--- src/rtl/vga_timing_pkg.sv ---
// Shared phase encoding, stock 640-wide timings and the line/frame total helper.
// No logic here. The package has no latency or backpressure of its own.
package vga_timing_pkg;

  typedef enum logic [1:0] {
    ACTIVE = 2'd0,
    FRONT  = 2'd1,
    SYNC   = 2'd2,
    BACK   = 2'd3
  } phase_e;

  // 640x400 @ 70 Hz
  localparam int VGA400_H_VIS = 640;
  localparam int VGA400_H_FP  = 16;
  localparam int VGA400_H_SW  = 96;
  localparam int VGA400_H_BP  = 48;
  localparam int VGA400_V_VIS = 400;
  localparam int VGA400_V_FP  = 12;
  localparam int VGA400_V_SW  = 2;
  localparam int VGA400_V_BP  = 35;

  // 640x480 @ 60 Hz
  localparam int VGA480_H_VIS = 640;
  localparam int VGA480_H_FP  = 16;
  localparam int VGA480_H_SW  = 96;
  localparam int VGA480_H_BP  = 48;
  localparam int VGA480_V_VIS = 480;
  localparam int VGA480_V_FP  = 10;
  localparam int VGA480_V_SW  = 2;
  localparam int VGA480_V_BP  = 33;

  function automatic int axis_tot(input int vis, input int fp, input int sw, input int bp);
    return vis + fp + sw + bp;
  endfunction

endpackage

--- src/rtl/vga_axis_counter.sv ---
// One raster axis: a wrapping counter and its ACTIVE/FRONT/SYNC/BACK phase FSM.
// cnt/phase move on the edge after step. wrap is combinational. step=0 holds the axis.
module vga_axis_counter
  import vga_timing_pkg::*;
#(
  parameter int VIS = 640,
  parameter int FP  = 16,
  parameter int SW  = 96,
  parameter int BP  = 48,
  parameter int CW  = 10
) (
  input  logic          clk,
  input  logic          reset,
  input  logic          step,
  output logic [CW-1:0] cnt,
  output phase_e        phase,
  output logic          wrap
);

  localparam int TOT = axis_tot(VIS, FP, SW, BP);
  localparam logic [CW-1:0] LAST_ACT = CW'(VIS - 1);
  localparam logic [CW-1:0] LAST_FP  = CW'(VIS + FP - 1);
  localparam logic [CW-1:0] LAST_SW  = CW'(VIS + FP + SW - 1);
  localparam logic [CW-1:0] LAST     = CW'(TOT - 1);

  // Successor phases skip any phase that has zero width.
  localparam phase_e AFTER_ACT = (FP != 0) ? FRONT : (SW != 0) ? SYNC : (BP != 0) ? BACK : ACTIVE;
  localparam phase_e AFTER_FP  = (SW != 0) ? SYNC : (BP != 0) ? BACK : ACTIVE;
  localparam phase_e AFTER_SW  = (BP != 0) ? BACK : ACTIVE;

  logic [CW-1:0] cnt_q, cnt_d;
  phase_e        phase_q, phase_d;

  always_comb begin
    cnt_d   = cnt_q;
    phase_d = phase_q;
    wrap    = step && (cnt_q == LAST);
    if (step) begin
      cnt_d = wrap ? '0 : cnt_q + 1'b1;
      case (phase_q)
        ACTIVE:  if (cnt_q == LAST_ACT) phase_d = AFTER_ACT;
        FRONT:   if (cnt_q == LAST_FP)  phase_d = AFTER_FP;
        SYNC:    if (cnt_q == LAST_SW)  phase_d = AFTER_SW;
        BACK:    if (cnt_q == LAST)     phase_d = ACTIVE;
        default: phase_d = ACTIVE;
      endcase
    end
  end

  always_ff @(posedge clk) begin
    if (reset) begin
      cnt_q   <= '0;
      phase_q <= ACTIVE;
    end else begin
      cnt_q   <= cnt_d;
      phase_q <= phase_d;
    end
  end

  assign cnt   = cnt_q;
  assign phase = phase_q;

endmodule

--- src/rtl/vga_timing_gen.sv ---
// Parametrised VGA raster timing. Outputs lag the counters by one pix_en step; pix_en=0 holds all state.
// With VGA_TIMING_FRAMECNT_EN defined, frame_cnt counts frame_start pulses. Otherwise it is tied to 0.
module vga_timing_gen
  import vga_timing_pkg::*;
#(
  parameter int H_VIS    = VGA400_H_VIS,
  parameter int H_FP     = VGA400_H_FP,
  parameter int H_SW     = VGA400_H_SW,
  parameter int H_BP     = VGA400_H_BP,
  parameter int V_VIS    = VGA400_V_VIS,
  parameter int V_FP     = VGA400_V_FP,
  parameter int V_SW     = VGA400_V_SW,
  parameter int V_BP     = VGA400_V_BP,
  parameter int H_POL    = 0,
  parameter int V_POL    = 1,
  parameter int SYNC_DLY = 0,
  parameter int CW       = 10
) (
  input  logic          pxlclk,
  input  logic          reset,
  input  logic          pix_en,
  output logic [CW-1:0] px,
  output logic [CW-1:0] py,
  output logic          display_en,
  output logic          line_start,
  output logic          frame_start,
  output logic          H_SYNC,
  output logic          V_SYNC,
  output logic          de_dly,
  output logic [7:0]    frame_cnt
);

  localparam int H_TOT = axis_tot(H_VIS, H_FP, H_SW, H_BP);
  localparam int V_TOT = axis_tot(V_VIS, V_FP, V_SW, V_BP);
  localparam int MAX_TOT = (H_TOT > V_TOT) ? H_TOT : V_TOT;
  localparam logic HS_ACT = (H_POL != 0);
  localparam logic VS_ACT = (V_POL != 0);

  if (SYNC_DLY < 0 || SYNC_DLY > 7 || (64'd1 << CW) < 64'(MAX_TOT)) begin : g_bad_cfg
    $error("vga_timing_gen: CW too narrow for the raster totals, or SYNC_DLY outside 0..7");
  end

  logic [CW-1:0] hcnt, vcnt;
  phase_e        hphase, vphase;
  logic          hwrap, vwrap_unused;

  vga_axis_counter #(.VIS(H_VIS), .FP(H_FP), .SW(H_SW), .BP(H_BP), .CW(CW)) u_hor (
    .clk   (pxlclk),
    .reset (reset),
    .step  (pix_en),
    .cnt   (hcnt),
    .phase (hphase),
    .wrap  (hwrap)
  );

  vga_axis_counter #(.VIS(V_VIS), .FP(V_FP), .SW(V_SW), .BP(V_BP), .CW(CW)) u_ver (
    .clk   (pxlclk),
    .reset (reset),
    .step  (pix_en & hwrap),
    .cnt   (vcnt),
    .phase (vphase),
    .wrap  (vwrap_unused)
  );

  logic [CW-1:0]     px_q, px_d, py_q, py_d;
  logic              line_start_q, line_start_d, frame_start_q, frame_start_d;
  // Stage 0 is aligned with px/py; stage SYNC_DLY drives the pins.
  logic [SYNC_DLY:0] hs_pipe_q, hs_pipe_d, vs_pipe_q, vs_pipe_d, de_pipe_q, de_pipe_d;

  always_comb begin
    px_d          = px_q;
    py_d          = py_q;
    line_start_d  = 1'b0;
    frame_start_d = 1'b0;
    hs_pipe_d     = hs_pipe_q;
    vs_pipe_d     = vs_pipe_q;
    de_pipe_d     = de_pipe_q;
    if (pix_en) begin
      px_d          = hcnt;
      py_d          = vcnt;
      line_start_d  = (hcnt == '0);
      frame_start_d = (hcnt == '0) && (vcnt == '0);
      hs_pipe_d[0]  = (hphase == SYNC) ? HS_ACT : ~HS_ACT;
      vs_pipe_d[0]  = (vphase == SYNC) ? VS_ACT : ~VS_ACT;
      de_pipe_d[0]  = (hphase == ACTIVE) && (vphase == ACTIVE);
      for (int i = 1; i <= SYNC_DLY; i++) begin
        hs_pipe_d[i] = hs_pipe_q[i-1];
        vs_pipe_d[i] = vs_pipe_q[i-1];
        de_pipe_d[i] = de_pipe_q[i-1];
      end
    end
  end

  always_ff @(posedge pxlclk) begin
    if (reset) begin
      px_q          <= '0;
      py_q          <= '0;
      line_start_q  <= 1'b0;
      frame_start_q <= 1'b0;
      hs_pipe_q     <= {(SYNC_DLY+1){~HS_ACT}};
      vs_pipe_q     <= {(SYNC_DLY+1){~VS_ACT}};
      de_pipe_q     <= '0;
    end else begin
      px_q          <= px_d;
      py_q          <= py_d;
      line_start_q  <= line_start_d;
      frame_start_q <= frame_start_d;
      hs_pipe_q     <= hs_pipe_d;
      vs_pipe_q     <= vs_pipe_d;
      de_pipe_q     <= de_pipe_d;
    end
  end

  assign px          = px_q;
  assign py          = py_q;
  assign display_en  = de_pipe_q[0];
  assign line_start  = line_start_q;
  assign frame_start = frame_start_q;
  assign H_SYNC      = hs_pipe_q[SYNC_DLY];
  assign V_SYNC      = vs_pipe_q[SYNC_DLY];
  assign de_dly      = de_pipe_q[SYNC_DLY];

`ifdef VGA_TIMING_FRAMECNT_EN
  logic [7:0] frame_cnt_q, frame_cnt_d;

  always_comb begin
    frame_cnt_d = frame_cnt_q;
    if (frame_start_d) frame_cnt_d = frame_cnt_q + 8'd1;
  end

  always_ff @(posedge pxlclk) begin
    if (reset) frame_cnt_q <= '0;
    else       frame_cnt_q <= frame_cnt_d;
  end

  assign frame_cnt = frame_cnt_q;
`else
  assign frame_cnt = '0;
`endif

endmodule

--- config.mk ---
export PLATFORM = sky130hd
export DESIGN_NAME = vga_timing_gen
export DESIGN_NICKNAME = d
export VERILOG_FILES = /design/src/rtl/vga_timing_pkg.sv /design/src/rtl/vga_axis_counter.sv /design/src/rtl/vga_timing_gen.sv
export SDC_FILE = /design/constraint.sdc
export NUM_CORES = 1
export LEC_CHECK = 0
export BUFFER_PORTS_ARGS = -buffer_cell sky130_fd_sc_hd__buf_2
export CORE_MARGIN = 1
export CORE_UTILIZATION = 56
export CTS_CLUSTER_SIZE = 8
export DETAILED_ROUTE_END_ITERATION = 12
export HOLD_SLACK_MARGIN = 0.03
export PLACE_DENSITY = 0.87
export SYNTH_ARGS = -nofsm -noshare
export SYNTH_HDL_FRONTEND = slang
export SYNTH_SLANG_ARGS = --single-unit
--- constraint.sdc ---
create_clock -name pxlclk -period 2.35 [get_ports pxlclk]
set_input_delay 0.3525 -clock pxlclk [delete_from_list [all_inputs] [get_ports pxlclk]]
set_output_delay 0.3525 -clock pxlclk [all_outputs]
set_load 0.05 [all_outputs]
# == Yosys cells after proc, flatten, opt, wreduce, memory -nomap -nowiden ==
# Index checks and enable logic that the tools add are counted.
# word_totals
ff_bits,49
input_bits,3
word_cells,62
# op_classes
addsub,2
eq_ne,22
muxes,14
bitwise_logic,2
reduce_logical,11
# op_table
cell,count
== test 10 bit (second input constant),4
== test 10 x 9 -> 1 bit (second input constant),4
adder 10 x 1 -> 10 bit (second input constant),2
logical NOT 10 bit,2
two-way mux 10 bit,2
two-way mux 2 bit,8
!= test 2 x 1 -> 1 bit (second input constant),8
one-hot mux 2 bit (4 select lines),2
AND reduction 5 bit,2
== test 2 bit (second input constant),4
== test 2 x 1 -> 1 bit (second input constant),2
logical AND 1 bit,4
logical NOT 2 bit,2
two-way mux 1 bit,2
OR reduction 2 bit,1
AND 1 bit,1
NOT 1 bit,1

# == Longest topological paths before layout ==
# logic_depth
ltp_word,5
mapped_depth,8

# == Cells and area by module ==
# From an unflattened synthesis, not the netlist that was laid out.
# hier_totals
hier_cells,260
area_unflattened_um2,2418.6
# modules_own_cells
module,n_inst,cells_per_inst,area_per_inst_um2,seq_area_each_um2
vga_timing_gen,1,98,999.7,500.5
vga_axis_counter (u_ver),1,82,711.9,240.2
vga_axis_counter (u_hor),1,80,706.9,240.2

# == Least setup slack after synthesis ==
# Ideal clock, no wire load.
# synth_timing
path_type,reg-to-reg
start,"reg u_hor.cnt_q[0], in the netlist u_hor.cnt[0]"
end,"reg u_ver.cnt_q[8], in the netlist u_ver.cnt[8]"
arrival_ns,1.720
required_ns,2.219
setup_slack_ns,0.499
path_stages_with_launch,8
path_buffers,1
period_less_slack_ns,1.851
path_cell_list,dfxtp_1 -> ha_1 -> and4_1 -> buf_2 -> nand4_4 -> or4_1 -> xor2_1 -> nor2_2
# synth_via
elab_chain_len,5
# synth_rtl
element,line_no,text
start: declaration,vga_axis_counter.sv:31,"logic [CW-1:0] cnt_q, cnt_d;"
start signal: assignment,vga_axis_counter.sv:55,cnt_q <= cnt_d;
== test 10 bit *,vga_axis_counter.sv:37,wrap = step && (cnt_q == LAST);
logical AND 1 bit *,vga_axis_counter.sv:37,
AND 1 bit *,vga_timing_gen.sv:59,".step (pix_en & hwrap),"
logical AND 1 bit,vga_axis_counter.sv:37,
two-way mux 10 bit,vga_axis_counter.sv:39,cnt_d = wrap ? '0 : cnt_q + 1'b1;
end signal: assignment,vga_axis_counter.sv:55,
end: declaration,vga_axis_counter.sv:31,
# Mark *: on every way between the ends. The rest lies on a longest branch, timed or not.
# A chain may end at the register's enable or synchronous reset.

# == Worst setup path after layout ==
# layout_timing
start,"reg u_hor.cnt_q[1], in the netlist u_hor.cnt[1]"
end,"reg u_ver.cnt_q[8], in the netlist u_ver.cnt[8]"
# The elaborated chain is that of the path after synthesis.

==> results.cfg <==
[clocking]
htree_levels = 2
clockRootBuffer = clkbuf_8
clk_pin_slew_worst_paths_ps = 90
clock_sinks = 49
post_cts_buffers = 0
cts_buffer_depth = 2
cts_buffers = 5
post_cts_resized = 0
cts_tree = yes
clk_latency_ps = 300
postCtsHoldBufs = 0

[cells_and_area]
final_common_cell = dfxtp_1
diodes = 0
fillers = 354
syn_to_final_growth_pct = 9.92
final_util_pct = 64.6
fin_nets = 302
drive_above_1_share_pct = 15.7
multi_input_area_um2 = 1240
regArea_um2 = 981
layout_common_cells = 49 x dfxtp_1, 41 x nor2_1, 28 x buf_2, 21 x mux2i_1, 16 x nand2_1
fin_cells = 337

[logic_synthesis]
syn_area_per_cell_um2 = 9.03
synth.distinct_cells = 40
yosys.area.top_type = dfxtp_1
synthFlopType = dfxtp_1
ys_ff_latch = 49
ys_warn_count = 0
synth_async_sr_flop_share_pct = 0
ys_seq_area_share_pct = 41.2
synth_enable_flop_cells = 0
synth.top_cell.area_share_pct = 41.2
netlist_instances = 264
synthTopCellsByArea = dfxtp_1 41%, mux2i_1 8.8%, ha_1 6.8%
synth_area_um2 = 2380

[grt]
grt-ovfl-total = 0
gr-usage-all-layers_pct = 22.2
gr-max-usage-layer = met2
first_global_vias = 1599
grt_pass1_wl_um = 7570
grt_max_degree = 22
gr-usage-met3_pct = 4.56
antenna_found_initial = 0
met1_usage_pct = 30.9
use_met2_pct = 33.6

[power]
switchingPower_w = 0.000357
switching_share_pct = 22.8
p_per_area_nw_per_um2 = 598
power.internal_w = 0.00121
seq_power_share_pct = 53.8
p_leak_nw = 1.13
ir_worst_vdd_uv = 368
pwr-share-comb_pct = 7.2
total_power_w = 0.00157
clkPwrFrac_pct = 39.0

[critical_path]
cp.required_ps = 2550
critical_path_class = flop to flop
crit_fanout = 9
ff2ff_path_depth = 6
cp-start-kind = flop
r2r-start = u_hor.cnt[1]
r2r_slack_ps = 340
arrival_ps = 2210
endpoint = u_ver.cnt[8]
cp-end-kind = flop
r2r_end = u_ver.cnt[8]
cp-startpoint = u_hor.cnt[1]

[placement]
place_worst_setup_slack_ps = 346
dp_cells = 329
gp_congestion = 0.855
io_buffers = 28
hpwl_um = 3220

[detailed_routing]
firstDrtPassIters = 4
via_per_inst = 5.55
wl_per_cell_um = 13.1
ant_nets = 0
dr_total_vias = 1869
drt_wl_total_um = 4420
drt_iter0_drc = 136
drc = 0

[floorplanning]
io_pins = 37
dieArea_um2 = 4520
start_util_pct = 58.7
die_y_um = 67.2
die_x_um = 67.2
rows = 23
core_um2 = 4060

[sta]
fmax_ghz = 0.498
finalSetupTns_ps = 0
period_needed_ps = 2010
max_slew_margin_pct = 66.8
clock_skew_ps = 10.2
setup_viol = 0
worstMarginPinSlew_ps = 494
drv_slew = 0
fin_ws_ps = 340
rsz0062_at_grt = false
finalCritPeriodShare_pct = 85.5
final_hold_viol_count = 0

[hold_path]
hp-class = input pin to flop
worstHoldStart = reset

[flow_run]
drv_cap = 0

[status]
outcome = complete, no violations
cells by family after synthesis:
| group | after synthesis | share of synthesized area, % |
|---|---|---|
| mux | 21 | 8.82 |
| fa+ha+maj | 13 | 6.82 |
| xor+xnor | 16 | 5.88 |
| flops | 49 | 41.2 |
| buf+inv | 38 | 8.03 |
| simple gates | 105 | 23.4 |
| compound gates | 21 | 5.72 |
| other cells | 1 | 0.157 |
how the worst min path moves through the flow:
stage / depth (start not counted) / end / slack (ps)
floorplan: 1 / line_start / 460
global placement: 2 / H_SYNC / 460
detailed placement: 2 / H_SYNC / 460
CTS: 2 / py[0] / 440
global route: 2 / py[0] / 460
finish: 2 / py[0] / 440
worst max-delay path, stage by stage, from the launching register on:
cell and delay [ps]:
dfxtp_1 400, ha_1 210, and4_1 330, nand4_4 200, or4_1 540, xor2_1 190, nor2_2 40
metrics by stage:
| stage | area [um^2] | hold WS, ps |
|---|---|---|
| final | 2620 | 443 |
| after global routing | 2620 | 461 |
| after CTS | 2620 | 441 |
| after detailed placement | 2500 | 462 |
| after global placement | 2500 | 458 |
| after floorplan | 2410 | 464 |
area by class of cell:
| cell class | instances | area share [%] |
|---|---|---|
| Clock buffer | 7 | 3.30 |
| Clock inverter | 1 | 1.15 |
| Sequential cell | 49 | 37.4 |
| Inverter | 14 | 2.01 |
| Timing Repair Buffer | 32 | 6.49 |
| Tap cell | 50 | 2.39 |
| Multi-Input combinational cell | 184 | 47.2 |
cell usage after synthesis, types with 2 or more instances:
library cell / instances
dfxtp_1: 49
nor4_1: 6
a21oi_1: 11
and4_1: 3
a21o_1: 2
nand2b_1: 2
xnor2_1: 6
a311oi_1: 2
buf_4: 9
xor2_1: 10
inv_1: 14
nand4_1: 9
nand3_1: 12
nor3_1: 3
and3_1: 2
nor2b_1: 2
nand2_1: 16
nor2_1: 41
clkbuf_1: 7
buf_2: 6
ha_1: 13
mux2i_1: 21
flip-flops by register name, summed over array words and instances, names as in the netlist:
name,cells
V_SYNC,1
de_dly,1
u_ver.phase,2
u_ver.cnt,10
py,10
line_start,1
u_hor.phase,2
frame_start,1
H_SYNC,1
px,10
u_hor.cnt,10
power groups by stage:
stage | registers [W] | clock network, W | logic [W]
2_1_floorplan | 0.000878 | 0 | 0.0000862
3_3_place_gp | 0.000861 | 0 | 0.000111
3_5_place_dp | 0.000862 | 0 | 0.000112
4_1_cts | 0.000842 | 0.000625 | 0.000112
5_1_grt | 0.000844 | 0.000660 | 0.000120
6_report | 0.000842 | 0.000611 | 0.000112
routing by layer:
metal / part of all wire [%] / wire length (um)
met4: 1.5 / 66
met1: 48 / 2100
met3: 4.4 / 195
met2: 47 / 2060
met5: 0 / 0
(Power assumes the default switching activity.)
